### src/rtl/factor_search_seq.sv
// Sequential factor-pair search: shift-add multiplies each candidate pair and reports the first non-trivial hit.
// Optional macro FACTOR_SEARCH_SYMM_EN restricts the inner loop to x2 >= x1.
module factor_search_seq #(
  parameter int W = 2
) (
  input  logic           clk,
  input  logic           rst,
  input  logic           in_valid,
  output logic           in_ready,
  input  logic [2*W-1:0] y,
  output logic           out_valid,
  input  logic           out_ready,
  output logic           found,
  output logic [W-1:0]   x1_out,
  output logic [W-1:0]   x2_out
);

  // Handshake: a transfer happens on any rising edge where valid & ready are both high;
  // in_ready is high only in IDLE, and results are held stable in DONE until out_ready.
  localparam int CW = (W > 1) ? $clog2(W) : 1;
  localparam logic [W-1:0] XMAX = '1;
  localparam logic [W-1:0] XONE = W'(1);

  typedef enum logic [1:0] {IDLE, MUL, CHK, DONE} state_t;

  state_t         state;
  logic [2*W-1:0] y_q;
  logic [2*W-1:0] acc;
  logic [W-1:0]   x1;
  logic [W-1:0]   x2;
  logic [CW-1:0]  bit_cnt;

  logic [W-1:0]   nx1;
  logic [W-1:0]   nx2;
  logic           last_pair;
  logic           hit;
  logic [2*W-1:0] partial;

  // Successor in the candidate sequence 0, 2, 3, ... : the trivial factor 1 is never visited.
  function automatic logic [W-1:0] step(input logic [W-1:0] v);
    return (v == '0) ? W'(2) : v + XONE;
  endfunction

  always_comb begin
    nx1       = x1;
    nx2       = x2;
    last_pair = 1'b0;
    if (x2 != XMAX) begin
      nx2 = step(x2);
    end else if (x1 == XMAX) begin
      last_pair = 1'b1;
    end else begin
      nx1 = step(x1);
`ifdef FACTOR_SEARCH_SYMM_EN
      nx2 = step(x1);
`else
      nx2 = '0;
`endif
    end
  end

  assign hit     = (acc == y_q) && (x1 != XONE) && (x2 != XONE);
  assign partial = x2[bit_cnt] ? ({{W{1'b0}}, x1} << bit_cnt) : '0;

  always_ff @(posedge clk or posedge rst) begin
    if (rst) begin
      state     <= IDLE;
      in_ready  <= 1'b1;
      out_valid <= 1'b0;
      found     <= 1'b0;
      x1_out    <= '0;
      x2_out    <= '0;
      y_q       <= '0;
      acc       <= '0;
      x1        <= '0;
      x2        <= '0;
      bit_cnt   <= '0;
    end else begin
      case (state)
        IDLE: begin
          if (in_valid) begin
            y_q      <= y;
            x1       <= '0;
            x2       <= '0;
            acc      <= '0;
            bit_cnt  <= '0;
            in_ready <= 1'b0;
            state    <= MUL;
          end
        end
        MUL: begin
          acc <= acc + partial;
          if (bit_cnt == CW'(W - 1)) begin
            bit_cnt <= '0;
            state   <= CHK;
          end else begin
            bit_cnt <= bit_cnt + CW'(1);
          end
        end
        CHK: begin
          if (hit) begin
            found     <= 1'b1;
            x1_out    <= x1;
            x2_out    <= x2;
            out_valid <= 1'b1;
            state     <= DONE;
          end else if (last_pair) begin
            found     <= 1'b0;
            x1_out    <= '0;
            x2_out    <= '0;
            out_valid <= 1'b1;
            state     <= DONE;
          end else begin
            x1    <= nx1;
            x2    <= nx2;
            acc   <= '0;
            state <= MUL;
          end
        end
        DONE: begin
          if (out_ready) begin
            out_valid <= 1'b0;
            in_ready  <= 1'b1;
            state     <= IDLE;
          end
        end
        default: state <= IDLE;
      endcase
    end
  end

endmodule

### config.mk
export PLATFORM = sky130hd
export DESIGN_NAME = factor_search_seq
export DESIGN_NICKNAME = d
export VERILOG_FILES = /design/src/rtl/factor_search_seq.sv
export SDC_FILE = /design/constraint.sdc
export NUM_CORES = 1
export LEC_CHECK = 0
export ABC_CLOCK_PERIOD_IN_PS = 5850
export BUFFER_PORTS_ARGS = -buffer_cell sky130_fd_sc_hd__buf_4
export CAP_MARGIN = 20
export CORE_MARGIN = 5
export CORE_UTILIZATION = 45
export CTS_CLUSTER_SIZE = 40
export DETAILED_ROUTE_END_ITERATION = 8
export SYNTH_ARGS = -nofsm -noshare
export SYNTH_HDL_FRONTEND = slang
export SYNTH_SLANG_ARGS = --single-unit
export TNS_END_PERCENT = 1
### constraint.sdc
create_clock -name clk -period 5.85 [get_ports clk]
set_clock_uncertainty 0.1 [all_clocks]
set_input_delay 1.17 -clock clk [delete_from_list [all_inputs] [get_ports clk]]
set_output_delay 1.17 -clock clk [all_outputs]
set_load 0.01 [all_outputs]
=== Yosys cells after proc, flatten, opt, wreduce, memory -nomap -nowiden ===
Index checks and enable logic that the tools add are counted.
Widths: inputs -> output; s select.

* Flip-flop bits (word level): 22
* Input port bits: 8
* Output and inout port bits: 7
* Logic and storage cells: 96

* Add/subtract/negate cells: 4
* Order comparisons: 1
* Equal/unequal tests: 17
* Shift-type cells: 1
* Multiplexer cells: 42
* Reduce and logical (&&, ||, !) cells: 20

{| class="wikitable"
|+ Operators by type and width
! kind !! number
|-
| $mux 2 || 19
|-
| $mux 4 || 4
|-
| $ne 2x2->1 const B || 8
|-
| $mux 1 || 12
|-
| $pmux 4 s3 || 1
|-
| $reduce_bool 2->1 || 5
|-
| $reduce_and 3->1 || 3
|-
| $pmux 2 s2 || 2
|-
| $pmux 2 s4 || 1
|-
| $eq 2x2->1 const B || 3
|-
| $logic_not 2->1 || 3
|-
| $ne 3x3->1 const B || 2
|-
| $pmux 1 s2 || 3
|-
| $reduce_and 2->1 || 3
|-
| $reduce_and 6->1 || 1
|-
| $reduce_and 5->1 || 1
|-
| $add 2x1->2 const B || 2
|-
| $add 4x4->4 || 1
|-
| $eq 4x4->1 || 1
|-
| $ne 2x1->1 const B || 2
|-
| $reduce_and 4->1 || 1
|-
| $shl 2x1->4 || 1
|-
| $reduce_bool 3->1 || 1
|-
| $eq 2x1->1 const B || 1
|-
| other kinds (3) || 4
|}

=== Logic depth before layout (Yosys ltp) ===
* Depth in word-level cells: 7
* Gate-level depth with buffers: 8

=== Worst setup path after synthesis ===
Ideal clock, no wire load.

* Path type: input port to flip-flop
* From: input in_valid
* To: register x1[0]
* Arrival: 2234 ps
* Data required time: 5618 ps
* Setup slack: 3384 ps
* Stages on the path: 5
* Path buffers: 1
* Cell sequence: or3b_2 -> clkbuf_1 -> mux2_2 -> a31oi_1 -> o211ai_1

* Cells in the longest elaborated chain, start to end: 2

{| class="wikitable"
|+ Ends and longest elaborated chain
! what !! RTL line !! text
|-
| start, declared || 8 || <nowiki>input logic in_valid,</nowiki>
|-
| $ne 2x2->1 (no line) || n/a ||
|-
| $reduce_and 6->1 (no line) || n/a ||
|-
| end signal, assigned || 114 || <nowiki>x1 <= nx1;</nowiki>
|-
| end, declared || 29 || <nowiki>logic [W-1:0] x1;</nowiki>
|}

No other way between the ends.
A chain may end at the register's enable or synchronous reset.

=== Final worst setup path ===
Ends and elaborated chain as after synthesis.

==> summary.md <==
| Metric | Value |
|---|---|
| Routed vias/inst | `5.41` |
| Yosys cell types | `36` |
| RSZ-0062 raised after global routing | `false` |
| Clock buffer count from CTS | `3` |
| Area grow syn2layout | `10.4%` |
| WL final | `about 2600 microns` |
| Row cnt | `19` |
| ANT nets after route | `0` |
| Initial cell density of the core | `between 40% and 50%` |
| Syn Inst Count | `140` |
| H-tree depth | `1` |
| Setup Total Neg Slack | `0 ns` |
| Dpl hpwl | `roughly 1900 microns` |
| Number of diodes | `0` |
| Post-Syn Nets | `about 150` |
| Core area | `around 0.0027 sq mm` |
| Pin count of the biggest net entering global routing | `23` |
| Clock transition at path regs | `0.12 ns` |
| Routability cong. | `approximately 0.73` |
| Synth area leaders | `dfrtp_1, nand2_1, mux2i_1, a21oi_1, ha_1` |
| Clock root cell | `clkbuf_4` |
| Crit path launch | `in_valid` |
| Synthesized area | `around 0.0013 sq mm` |
| Largest area contributor in the netlist | `dfrtp_1` |
| # IOs | `15` |
| Total gr overflow | `0` |
| Seq/Total Area, Yosys | `43.3%` |
| Cell Pwr Density | `492 mW/mm^2` |
| Post-synth EDFFs | `0` |
| Synthesized flop and latch total | `22` |
| Design area | `0.00141 sq mm` |
| R2R Path Start | `x1[1]` |
| Drt first-iter violations | `31` |
| Slew Limit Headroom | `between 40% and 50%` |
| Clock power share | `10.4%` |
| Gr usage total | `around 14%` |
| Final Max Tran Viols | `0` |
| Layout cells sized above 1 | `around 18%` |
| Bufs on Longest Clock Path | `2` |
| Most common cell in the netlist | `nand2_1` |
| Kind of end point of the critical path | `flip-flop` |
| Status | `finished, final reports clean` |
| Part of the power in registers | `44.2%` |
| CTS tree | `built` |
| Share of async-settable or async-resettable flops after synthesis | `100%` |
| DRT Pass-1 Iters | `4` |
| Port Buffers | `14` |
| Vias | `990` |
| Crit path kind | `input pin to flip-flop` |
| Share of the synthesized area in the top cell type | `41.2%` |
| Mean post-synth cell area | `9.11 sq um` |
| Worst Path Required | `5.95 ns` |
| Layout net count | `165` |
| Cell Count, Final, Fillers Out | `183` |
| Crit Path Max Fanout | `8` |
| Nature of the critical path startpoint | `input pin` |
| Crit share post-route | `38.7%` |
| DRC viols | `0` |
| Combinational share of power | `a little under half` |
| Hold_buf cts | `0` |
| Final setup vio count | `0` |
| Vias in the first global route | `957` |
| Chip Height | `roughly 63 microns` |
| Worst-Skew Late Latency | `~0.31 ns` |
| Final hold vios | `0` |
| Total Die Area | `0.00400 sq mm` |
| P_int | `0.393 mW` |
| Per-cell routed wire length | `between 10 and 15 microns` |
| Fill count | `~270` |
| Sw power | `0.300 mW` |
| CP arrival | `2.36 ns` |
| # placed instances | `between 150 and 200` |
| Achievable Freq | `around 0.44 GHz` |
| DIE WIDTH | `63.2 microns` |
| First-pass GRT wire length | `4510 microns` |
| Most used DFF post-synth | `dfrtp_1` |
| Max Cap Violations | `0` |
| Leakage power | `0.690 nW` |
| Worst vdd ir | `0.000244 V` |
| Worst-Margin Slew | `~0.8 ns` |
| Synth top cells by count | `nand2_1, dfrtp_1, inv_1` |
| Clock Sinks | `22` |
| Antenna violations before repair | `0` |
| Sw Share | `about 43%` |
| Post-CTS setup buffer count | `0` |
| Post-DP Area | `0.00138 sq mm` |
| Yosys warns | `0` |
| Hold path start | `found` |
| Hold crit path type | `flip-flop to flip-flop` |
| # resized after CTS | `0` |
| Final min period | `roughly 2.3 ns` |
metal layers:
layer  up-vias  GRT usage (%)  wire [microns]
met5         -              0               0
met4         0           5.45              29
met3         4           2.49             101
met2        19           21.4            1180
met1       464           19.4            1270
li1        503              -               -
through the flow:
step           hold slack, ns  util (%)  setup slack [ns]  power [mW]
3_3_place_gp            0.363      50.5              3.30       0.610
3_5_place_dp            0.370      50.5              3.24       0.625
2_1_floorplan           0.366         -              3.38       0.534
4_1_cts                 0.401      51.5              3.56       0.700
6_report                0.403      51.5              3.59       0.692
5_1_grt                 0.450      51.5              3.39       0.757
kinds of logic (layout without fill, tap and decap cells):
kind of cell | count (synthesis) | count (layout) | share of synthesized area (%)
mux | 8 | 8 | 6.58
fa+ha+maj | 4 | 4 | 4.51
flops | 22 | 22 | 43.3
compound gates | 31 | 31 | 15.5
xor+xnor | 5 | 5 | 3.43
buf+inv | 16 | 28 | 5.89
simple gates | 54 | 54 | 20.8
worst max-delay path, cell delays in order:
cell and delay (ns):
buf_4 0.10, or3b_2 0.54, mux2_2 0.30, a31oi_1 0.14, o211ai_1 0.10
registers in the layout (all words and copies together) (netlist names):
| name | cells |
|---|---|
| found | 1 |
| acc | 4 |
| x1 | 2 |
| in_ready | 1 |
| x1_out | 2 |
| y_q | 4 |
| bit_cnt | 1 |
| out_valid | 1 |
| x2_out | 2 |
| x2 | 2 |
| state | 2 |
area by class of cell:
type / count / area [sq um] / area share (%)
repair buffers: 14 / 105 / 7.47
multi-input cells: 102 / 648 / 46.0
clock buffers: 4 / 26.3 / 1.87
inverters: 10 / 37.5 / 2.67
flip-flops and latches: 22 / 552 / 39.2
well taps: 31 / 38.8 / 2.76
worst paths after layout:
kind	endpoint	slack, ns	depth (start not counted)
worst min-delay path	found	0.40	2
min in group asynchronous	found	0.91	2
worst min register to register	found	0.40	2
worst max-delay path	x1[0]	3.59	5
worst max register to register	acc[3]	3.59	7
max in group asynchronous	y_q[3]	4.22	2
layout by cell type (no fill, tap or decap), types with 2 or more instances in the layout:
cell / instances
nand2_1: 25
dfrtp_1: 21
buf_4: 14
inv_1: 10
nor2_1: 9
a21oi_1: 9
o21ai_0: 7
mux2i_1: 5
xnor2_1: 4
nand3_1: 4
nand2b_1: 3
nor3_1: 3
a22oi_1: 3
o21ai_1: 3
mux2_2: 3
ha_1: 3
clkbuf_4: 3
or3_4: 2
a32o_1: 2
nor4_1: 2
power by group through the flow:
stage / clock network (mW) / registers (mW) / logic, mW
global route: 0.0814 / 0.320 / 0.357
CTS: 0.0769 / 0.306 / 0.317
floorplan: 0 / 0.284 / 0.250
finish: 0.0721 / 0.306 / 0.314
detailed placement: 0 / 0.310 / 0.315
global placement: 0 / 0.306 / 0.304
Power figures use the tool's default switching activity.
